**config.mk**
```make
export PLATFORM = sky130hd
export DESIGN_NAME = ps2_key_tracker
export DESIGN_NICKNAME = d
export VERILOG_FILES = /design/src/rtl/ps2_pkg.sv /design/src/rtl/ps2_rx.sv /design/src/rtl/ps2_key_tracker.sv
export SDC_FILE = /design/constraint.sdc
export NUM_CORES = 1
export LEC_CHECK = 0
export CORE_MARGIN = 3
export CORE_UTILIZATION = 52
export CTS_CLUSTER_DIAMETER = 50
export DETAILED_ROUTE_END_ITERATION = 8
export HOLD_SLACK_MARGIN = 0.15
export PLACE_DENSITY_LB_ADDON = 0.3
export SLEW_MARGIN = 10
export SYNTH_ARGS = -nofsm -noshare
export SYNTH_HDL_FRONTEND = slang
export SYNTH_SLANG_ARGS = --single-unit
```
**constraint.sdc**
```tcl
create_clock -name clk -period 2.15 [get_ports clk]
set_clock_uncertainty 0.05 [all_clocks]
set_input_delay 0.3225 -clock clk [delete_from_list [all_inputs] [get_ports clk]]
set_output_delay 0.3225 -clock clk [all_outputs]
set_load 0.05 [all_outputs]
```
**src/rtl/ps2_pkg.sv**
```systemverilog
// Shared types and constants for the PS/2 keyboard front end: receiver states,
// scan codes of the game keys and the default mid-frame timeout.
package ps2_pkg;

   typedef enum logic [1:0] {
      RX_IDLE   = 2'd0,
      RX_DATA   = 2'd1,
      RX_PARITY = 2'd2,
      RX_STOP   = 2'd3
   } rx_state_e;

   localparam logic [7:0] SC_W     = 8'h1D;
   localparam logic [7:0] SC_A     = 8'h1C;
   localparam logic [7:0] SC_S     = 8'h1B;
   localparam logic [7:0] SC_D     = 8'h23;
   localparam logic [7:0] SC_Z     = 8'h1A;
   localparam logic [7:0] SC_X     = 8'h22;
   localparam logic [7:0] SC_ENTER = 8'h5A;
   localparam logic [7:0] SC_BREAK = 8'hF0;
   localparam logic [7:0] SC_EXT   = 8'hE0;

   // Arrow keys, only meaningful after an 0xE0 prefix
   localparam logic [7:0] SC_UP    = 8'h75;
   localparam logic [7:0] SC_DOWN  = 8'h72;
   localparam logic [7:0] SC_LEFT  = 8'h6B;
   localparam logic [7:0] SC_RIGHT = 8'h74;

   localparam int unsigned TIMEOUT_DEFAULT = 200000;

endpackage

```
**src/rtl/ps2_rx.sv**
```systemverilog
// PS/2 frame receiver: pin synchronizers, falling-edge detect, 11-bit frame FSM
// with odd-parity / stop-bit check and a mid-frame timeout.
//   state     | meaning
//   RX_IDLE   | waiting for a start bit (sampled 0)
//   RX_DATA   | shifting 8 data bits, LSB first
//   RX_PARITY | capturing the parity bit
//   RX_STOP   | checking stop bit and parity, then back to idle
module ps2_rx
   import ps2_pkg::*;
#(
   parameter int unsigned TIMEOUT_CYCLES = TIMEOUT_DEFAULT
) (
   input  logic       clk,
   input  logic       rstn,
   input  logic       ps2_clk_i,
   input  logic       ps2_data_i,
   output logic [7:0] byte_o,
   output logic       byte_valid_o,
   output logic       frame_err_o
);

   localparam int TW = (TIMEOUT_CYCLES > 1) ? $clog2(TIMEOUT_CYCLES) : 1;
   localparam logic [TW-1:0] TMO_LOAD = TW'(TIMEOUT_CYCLES - 1);

   logic [2:0]    clk_sync_q;
   logic [1:0]    data_sync_q;
   rx_state_e     state_q, state_d;
   logic [7:0]    shift_q, shift_d;
   logic [2:0]    bit_cnt_q, bit_cnt_d;
   logic          parity_q, parity_d;
   logic [TW-1:0] tmo_q, tmo_d;
   logic          frame_err_q, frame_err_d;
   logic          fall;
   logic          data_s;

   assign fall   = clk_sync_q[2] & ~clk_sync_q[1];
   assign data_s = data_sync_q[1];

   always_ff @(posedge clk or negedge rstn) begin
      if (!rstn) begin
         clk_sync_q  <= '0;
         data_sync_q <= '0;
         state_q     <= RX_IDLE;
         shift_q     <= '0;
         bit_cnt_q   <= '0;
         parity_q    <= 1'b0;
         tmo_q       <= '0;
         frame_err_q <= 1'b0;
      end else begin
         clk_sync_q  <= {clk_sync_q[1:0], ps2_clk_i};
         data_sync_q <= {data_sync_q[0], ps2_data_i};
         state_q     <= state_d;
         shift_q     <= shift_d;
         bit_cnt_q   <= bit_cnt_d;
         parity_q    <= parity_d;
         tmo_q       <= tmo_d;
         frame_err_q <= frame_err_d;
      end
   end

   always_comb begin
      state_d      = state_q;
      shift_d      = shift_q;
      bit_cnt_d    = bit_cnt_q;
      parity_d     = parity_q;
      tmo_d        = tmo_q;
      frame_err_d  = 1'b0;
      byte_valid_o = 1'b0;

      unique case (state_q)
         RX_IDLE: begin
            tmo_d = TMO_LOAD;
            if (fall && !data_s) begin
               state_d   = RX_DATA;
               bit_cnt_d = '0;
            end
         end
         RX_DATA: begin
            if (fall) begin
               shift_d   = {data_s, shift_q[7:1]};
               bit_cnt_d = bit_cnt_q + 3'd1;
               if (bit_cnt_q == 3'd7) state_d = RX_PARITY;
            end
         end
         RX_PARITY: begin
            if (fall) begin
               parity_d = data_s;
               state_d  = RX_STOP;
            end
         end
         RX_STOP: begin
            if (fall) begin
               if (data_s && (^{shift_q, parity_q})) byte_valid_o = 1'b1;
               else                                  frame_err_d  = 1'b1;
               state_d = RX_IDLE;
            end
         end
         default: state_d = RX_IDLE;
      endcase

      // Down-counting watchdog, re-armed by every falling edge inside a frame
      if (state_q != RX_IDLE) begin
         if (fall) begin
            tmo_d = TMO_LOAD;
         end else if (tmo_q == '0) begin
            state_d     = RX_IDLE;
            frame_err_d = 1'b1;
         end else begin
            tmo_d = tmo_q - TW'(1);
         end
      end
   end

   assign byte_o      = shift_q;
   assign frame_err_o = frame_err_q;

endmodule

```
**src/rtl/ps2_key_tracker.sv**
```systemverilog
// Scan-code decoder keeping held-level bits for the STG game keys.
// Optional build macro PS2_EXT_ARROWS_EN adds arrow keys OR-ed into WASD.
module ps2_key_tracker
   import ps2_pkg::*;
#(
   parameter int unsigned TIMEOUT_CYCLES = TIMEOUT_DEFAULT
) (
   input  logic       clk,
   input  logic       rstn,
   input  logic       ps2_clk,
   input  logic       ps2_data,
   output logic       key_w,
   output logic       key_a,
   output logic       key_s,
   output logic       key_d,
   output logic       key_z,
   output logic       key_x,
   output logic       key_enter,
   output logic       enter_pulse,
   output logic       bomb_pulse,
   output logic [7:0] last_code,
   output logic       frame_err
);

   logic [7:0] rx_byte;
   logic       rx_valid;
   logic       rx_err;

   ps2_rx #(.TIMEOUT_CYCLES(TIMEOUT_CYCLES)) u_rx (
      .clk          (clk),
      .rstn         (rstn),
      .ps2_clk_i    (ps2_clk),
      .ps2_data_i   (ps2_data),
      .byte_o       (rx_byte),
      .byte_valid_o (rx_valid),
      .frame_err_o  (rx_err)
   );

   logic w_q, w_d, a_q, a_d, s_q, s_d, d_q, d_d;
   logic z_q, z_d, x_q, x_d, ent_q, ent_d;
   logic ent_pls_q, ent_pls_d, bomb_pls_q, bomb_pls_d;
   logic brk_q, brk_d, ext_q, ext_d;
   logic [7:0] last_q, last_d;
   logic key_byte;

   // A key byte is any valid byte that is not a prefix
   assign key_byte = rx_valid && (rx_byte != SC_BREAK) && (rx_byte != SC_EXT);

   always_ff @(posedge clk or negedge rstn) begin
      if (!rstn) begin
         w_q <= 1'b0; a_q <= 1'b0; s_q <= 1'b0; d_q <= 1'b0;
         z_q <= 1'b0; x_q <= 1'b0; ent_q <= 1'b0;
         ent_pls_q  <= 1'b0;
         bomb_pls_q <= 1'b0;
         brk_q      <= 1'b0;
         ext_q      <= 1'b0;
         last_q     <= '0;
      end else begin
         w_q <= w_d; a_q <= a_d; s_q <= s_d; d_q <= d_d;
         z_q <= z_d; x_q <= x_d; ent_q <= ent_d;
         ent_pls_q  <= ent_pls_d;
         bomb_pls_q <= bomb_pls_d;
         brk_q      <= brk_d;
         ext_q      <= ext_d;
         last_q     <= last_d;
      end
   end

   always_comb begin
      w_d = w_q; a_d = a_q; s_d = s_q; d_d = d_q;
      z_d = z_q; x_d = x_q; ent_d = ent_q;
      ent_pls_d  = 1'b0;
      bomb_pls_d = 1'b0;
      brk_d      = brk_q;
      ext_d      = ext_q;
      last_d     = last_q;

      if (rx_valid) begin
         last_d = rx_byte;
         if (rx_byte == SC_BREAK) begin
            brk_d = 1'b1;
         end else if (rx_byte == SC_EXT) begin
            ext_d = 1'b1;
         end else begin
            brk_d = 1'b0;
            ext_d = 1'b0;
            if (!ext_q) begin
               case (rx_byte)
                  SC_W: w_d = ~brk_q;
                  SC_A: a_d = ~brk_q;
                  SC_S: s_d = ~brk_q;
                  SC_D: d_d = ~brk_q;
                  SC_Z: z_d = ~brk_q;
                  SC_X: begin
                     x_d        = ~brk_q;
                     bomb_pls_d = ~brk_q & ~x_q;
                  end
                  SC_ENTER: begin
                     ent_d     = ~brk_q;
                     ent_pls_d = ~brk_q & ~ent_q;
                  end
                  default: ;
               endcase
            end
         end
      end else if (rx_err) begin
         brk_d = 1'b0;
         ext_d = 1'b0;
      end
   end

`ifdef PS2_EXT_ARROWS_EN
   logic up_q, up_d, dn_q, dn_d, lf_q, lf_d, rt_q, rt_d;

   always_ff @(posedge clk or negedge rstn) begin
      if (!rstn) begin
         up_q <= 1'b0; dn_q <= 1'b0; lf_q <= 1'b0; rt_q <= 1'b0;
      end else begin
         up_q <= up_d; dn_q <= dn_d; lf_q <= lf_d; rt_q <= rt_d;
      end
   end

   always_comb begin
      up_d = up_q; dn_d = dn_q; lf_d = lf_q; rt_d = rt_q;
      if (key_byte && ext_q) begin
         case (rx_byte)
            SC_UP:    up_d = ~brk_q;
            SC_DOWN:  dn_d = ~brk_q;
            SC_LEFT:  lf_d = ~brk_q;
            SC_RIGHT: rt_d = ~brk_q;
            default: ;
         endcase
      end
   end

   assign key_w = w_q | up_q;
   assign key_a = a_q | lf_q;
   assign key_s = s_q | dn_q;
   assign key_d = d_q | rt_q;
`else
   logic unused_key_byte;
   assign unused_key_byte = key_byte;

   assign key_w = w_q;
   assign key_a = a_q;
   assign key_s = s_q;
   assign key_d = d_q;
`endif

   assign key_z       = z_q;
   assign key_x       = x_q;
   assign key_enter   = ent_q;
   assign enter_pulse = ent_pls_q;
   assign bomb_pulse  = bomb_pls_q;
   assign last_code   = last_q;
   assign frame_err   = rx_err;

endmodule

```
* Yosys cells after proc, flatten, opt, wreduce, memory -nomap -nowiden
Cells that the tools add are included.
W data, S select, Z words.
** Storage, ports and cells
- Bits in registers :: 57
- Bits in latches :: 0
- Bits in writable memories :: 0
- Bits in read-only memories :: 0
- Input bits :: 4
- Output and inout port bits :: 18
- Word-level logic and storage cells :: 112
- Memories :: 0
** Cells by class
- $add $sub $neg :: 2
- Multipliers :: 0
- Divide/modulo/power cells :: 0
- Order comparisons :: 0
- Eq/ne operators :: 17
- Shift-type cells :: 0
- Muxes and demuxes :: 42
- Bitwise logic cells :: 10
- Reductions and logical operators :: 21
** Operators with widths (number)
- $mux W18 :: 4
- $reduce_and A5 Y1 :: 7
- $eq A8 B5 Y1 const B :: 4
- $mux W1 :: 26
- $logic_not A18 Y1 :: 1
- $sub A18 B1 Y18 const B :: 1
- $eq A8 B6 Y1 const B :: 2
- $eq A8 B8 Y1 const B :: 2
- $mux W2 :: 8
- $reduce_xor A9 Y1 :: 1
- $eq A8 B7 Y1 const B :: 1
- $pmux W2 S4 :: 1
- $reduce_and A2 Y1 :: 4
- $not A1 Y1 :: 7
- $mux W3 :: 2
- $pmux W3 S2 :: 1
- $reduce_bool A2 Y1 :: 3
- $eq A2 B2 Y1 const B :: 2
- $ne A2 B1 Y1 const B :: 2
- $add A3 B1 Y3 const B :: 1
- $and A1 B1 Y1 :: 3
- $eq A3 B3 Y1 const B :: 1
- $ne A3 B3 Y1 const B :: 1
- $reduce_and A3 Y1 :: 1
- 5 further kinds :: 6

* Longest topological paths before layout
- Depth after elaboration :: 8
- Depth in mapped cells :: 8
- Depth with buffers taken out :: 7

* By module
Synthesis repeated with hierarchy kept, for this count alone.
** Second synthesis, totals
- Cells, all modules :: 232
- Area, all modules :: 2687.6 um^2
** Modules (own cells, without submodules)
- ps2_rx :: times used 1, cells an instance 163, area an instance 1831.8 um^2, sequential area each 950.9 um^2
- ps2_key_tracker :: times used 1, cells an instance 69, area an instance 855.8 um^2, sequential area each 475.5 um^2

* Least setup slack after synthesis
OpenSTA, ideal clock, no wires.
- Path kind :: register to register
- Start :: register u_rx.shift_q[0], in the netlist u_rx.byte_o[0]
- End :: register last_q[3], in the netlist last_code[3]
- Library setup time :: 0.125 ns
- Arrival :: 2.012 ns
- Data required time :: 1.975 ns
- Path slack :: -0.037 ns
- Cell stages (with the launch flop) :: 6
- Path buffers :: 1
- Clock period less this slack :: 2.187 ns
- Path through :: dfrtp_1 xnor3_2 or3b_2 mux2i_4 buf_6 mux2_2
** Between the ends
- Word-level cells in the longest chain between the ends :: 5
** Ends and longest elaborated chain
- start, declared :: line ps2_rx.sv:28 : logic [7:0] shift_q, shift_d;
- start signal, assigned :: line ps2_rx.sv:53 : shift_q <= shift_d;
- $reduce_xor A9 Y1 :: line ps2_rx.sv:93 : if (data_s && (^{shift_q, parity_q})) byte_valid_o = 1'b1;
- $logic_and A1 B1 Y1 :: line ps2_rx.sv:93
- $mux W1 :: line ps2_rx.sv:93
- $mux W1 :: line ps2_rx.sv:92 : if (fall) begin
- $mux W1 :: line ps2_rx.sv:70 : unique case (state_q)
- end signal, assigned :: line ps2_key_tracker.sv:65 : last_q <= last_d;
- end, declared :: line ps2_key_tracker.sv:43 : logic [7:0] last_q, last_d;
Every way passes these cells.
A chain may end at the register's enable or synchronous reset.

* Final worst setup path
- Start :: register u_rx.shift_q[2], in the netlist u_rx.byte_o[2]
- End :: register last_q[5], in the netlist last_code[5]
The elaborated chain is that of the path after synthesis.

==> flow_metrics.env <==
export IMPL_initial_core_util_pct=55.1
export IMPL_hold_path_class="register to register"
export IMPL_synth_edf_count=0
export IMPL_dr_pass1_iters=4
export IMPL_clock_latency_ns=0.33
export IMPL_syn_nets=247
export IMPL_max_stage_delay_ns=0.45
export IMPL_die_width_um=77.7
export IMPL_syn_to_final_growth_pct=21.8
export IMPL_drive_above_1_share_pct=21.9
export IMPL_fillCellCount=371
export IMPL_fin_crit_sh_pct=96.0
export IMPL_required_ns=2.32
export IMPL_via_per_inst=5.46
export IMPL_yosys_top_cells_count="57 x dfrtp_1, 17 x mux2_2, 17 x o21ai_0"
export IMPL_drv_cap=0
export IMPL_setup_violations=0
export IMPL_synth_most_common_cell="dfrtp_1"
export IMPL_vias=1940
export IMPL_crit_chain="xnor3_2, or3b_4, mux2i_4, buf_12, mux2_2"
export IMPL_fp_row_count=25
export IMPL_fin_nets=290
export IMPL_synth_warnings=0
export IMPL_cp_max_fo=14
export IMPL_fin_tns_setup_ns=0
export IMPL_cts_inserted_buffers=9
export IMPL_internal_power_mw=2.12
export IMPL_htree_levels=3
export IMPL_ys_flop_type="dfrtp_1"
export IMPL_r2r_start="u_rx.byte_o[2]$_DFFE_PN0P_"
export IMPL_min_period_ns=2.06
export IMPL_tightest_slew_ns=0.632
export IMPL_grt_pass1_wl_um=8970
export IMPL_syn_area_sq_um=2670
export IMPL_min_from="u_rx.data_sync_q[0]$_DFF_PN0_"
export IMPL_rsz0062_at_grt="no"
export IMPL_critPathKind="register to register"
export IMPL_power_frac_seq_pct=39.7
export IMPL_core_area_sq_um=4850
export IMPL_yosysTopAreaCellShare_pct=53.3
export IMPL_stdcell_count=355
export IMPL_postSynthAreaPerCell_sq_um=11.1
export IMPL_synth_seq_cells=57
export IMPL_clock_root_buffer="clkbuf_8"
export IMPL_antennaDiodeCount=0
export IMPL_drc=0
export IMPL_power_leakage_nw=1.43
export IMPL_hpwl_um=3650
export IMPL_utilization_pct=67.2
export IMPL_r2r_setup_slack_ns=0.09
export IMPL_preCtsSetupSlack_ns=0.0890
export IMPL_portBuffers=21
export IMPL_end_kind="register"
export IMPL_worst_slack_ns=0.0864
export IMPL_gp_congestion=0.891
export IMPL_clock_sinks=57
export IMPL_power_frac_comb_pct=35.1
export IMPL_hold_violations=0
export IMPL_synthDistinctLibCells=43
export IMPL_crit_arrival_ns=2.23
export IMPL_grt_pass1_vias=1935
export IMPL_outcome="completed"
export IMPL_route_detailed_wl_per_inst_um=14.3
export IMPL_ant_nets=0
export IMPL_drt_wl_total_um=5090
export IMPL_fmax_ghz=0.485
export IMPL_pwr_share_clk_pct=25.1
export IMPL_cts_tree="yes"
export IMPL_drv_slew=0
export IMPL_max_slew_margin_pct=57.4
export IMPL_die_y_um=77.7
export IMPL_grt_max_degree=25
export IMPL_ys_async_sr_fraction_pct=100
export IMPL_vdd_drop_max_v=0.00119
export IMPL_p_total_mw=3.23
export IMPL_synthTopCellsByArea="dfrtp_1 53%, mux2_2 7.2%, xnor2_1 3.3%, o21ai_0 3.2%, mux2i_1 2.6%"
export IMPL_startpoint="u_rx.byte_o[2]$_DFFE_PN0P_"
export IMPL_switching_power_mw=1.11
export IMPL_cts_buffer_depth=2
export IMPL_synthCells=240
export IMPL_synth_seq_area_share_pct=53.3
export IMPL_gr_total_overflow=0
export IMPL_die_area_sq_um=6040
export IMPL_yosysTopAreaCell="dfrtp_1"
export IMPL_clkTransAtPathRegs_ns=0.06
export IMPL_swShare_pct=34.4
export IMPL_drtIter0Drc=84
export IMPL_postCtsSetupRepairBufs=0
export IMPL_dp_cells=338
export IMPL_power_density_nw_per_um2=990
export IMPL_grt_usage_pct=19.3
export IMPL_cp_start_kind="register"
export IMPL_slowest_stage="xnor3_2"
export IMPL_ios=22
export IMPL_antenna_found_initial=0
-- power groups by stage --
stage	logic, mW	registers (mW)	clock network [mW]
after detailed placement	1.12	1.30	0
final	1.13	1.28	0.810
after CTS	1.12	1.28	0.830
after global placement	1.12	1.29	0
after global routing	1.25	1.30	0.896
after floorplan	0.792	1.31	0
-- stage by stage --
stage	area [sq um]	hold WS (ns)
3_3_place_gp	3080	0.280
5_1_grt	3260	0.306
3_5_place_dp	3080	0.279
4_1_cts	3250	0.304
2_1_floorplan	2680	-0.0231
6_report	3260	0.301
-- state kept, by name (all words and copies together) (netlist names), 2 cells and up --
register and count:
last_code 8, u_rx.bit_cnt_q 3, u_rx.byte_o 8, u_rx.clk_sync_q 3, u_rx.data_sync_q 2, u_rx.state_q 2, u_rx.tmo_q 18
-- layout by cell type (no fill, tap or decap), drive strengths merged, types with 4 or more instances in the layout --
cell and instances:
clkbuf 12, o21ai 17, mux2 17, buf 21, nand2 15, nand3 10, nand4 4, mux2i 8
nor3 11, nor2 13, xor2 5, a21oi 8, clkinv 4, nor4 5, clkdlybuf4s50 20, or3 9
xnor2 10, dfrtp 57, inv 11
-- layer usage --
metal	part of all wire, %	global-route usage (%)	wire length, um	vias to the layer above
li1	-	-	-	936
met1	47	25.3	2400	947
met2	46	28.6	2340	46
met3	3.9	4.99	200	11
met4	2.9	11.6	148	0
met5	0	0	0	-
-- timing repair --
item                                    CTS  global route
endpoints found under the setup margin    0             5
endpoints found under the hold margin    22             0
hold buffers                              1             0
gates resized for setup                   0             2
-- area by class of cell --
| cell class | instances | area, sq um | share of cell area, % |
|---|---|---|---|
| Clock buffer | 12 | 135 | 4.15 |
| Inverter | 11 | 41.3 | 1.27 |
| Multi-Input combinational cell | 162 | 1170 | 36.0 |
| Sequential cell | 57 | 1430 | 43.8 |
| Timing Repair Buffer | 42 | 378 | 11.6 |
| Clock inverter | 4 | 20.0 | 0.615 |
| Tap cell | 67 | 83.8 | 2.57 |
-- critical path, delay by kind of cell, from the launching register on --
| family | cells | cell delay [ns] |
|---|---|---|
| mux | 2 | 0.50 |
| buf+inv | 1 | 0.16 |
| flops | 1 | 0.39 |
| simple gates | 1 | 0.40 |
| xor+xnor | 1 | 0.45 |
-- kinds of logic after synthesis --
| kind of cell | Yosys count | synth area share, % |
|---|---|---|
| AO/OA/AOI/OAI | 34 | 7.39 |
| XOR/XNOR | 17 | 6.69 |
| adder cells (fa/ha/maj) | 3 | 1.40 |
| buffers and inverters | 21 | 3.32 |
| flip-flops | 57 | 53.3 |
| multiplexers | 25 | 10.6 |
| AND/OR/NAND/NOR | 83 | 17.2 |
-- path summary, 6_finish.rpt --
path,endpoint,cells after the start
setup / recovery,last_code[5]$_DFFE_PN0P_,5
hold / removal,u_rx.data_sync_q[1]$_DFF_PN0_,0
setup reg to reg,last_code[5]$_DFFE_PN0P_,5
hold reg to reg,u_rx.data_sync_q[1]$_DFF_PN0_,0
max in group asynchronous,u_rx.parity_q$_DFFE_PN0P_,3
min in group asynchronous,u_rx.tmo_q[16]$_DFF_PN0_,2
Note: power is estimated with default switching activity, not from simulation.
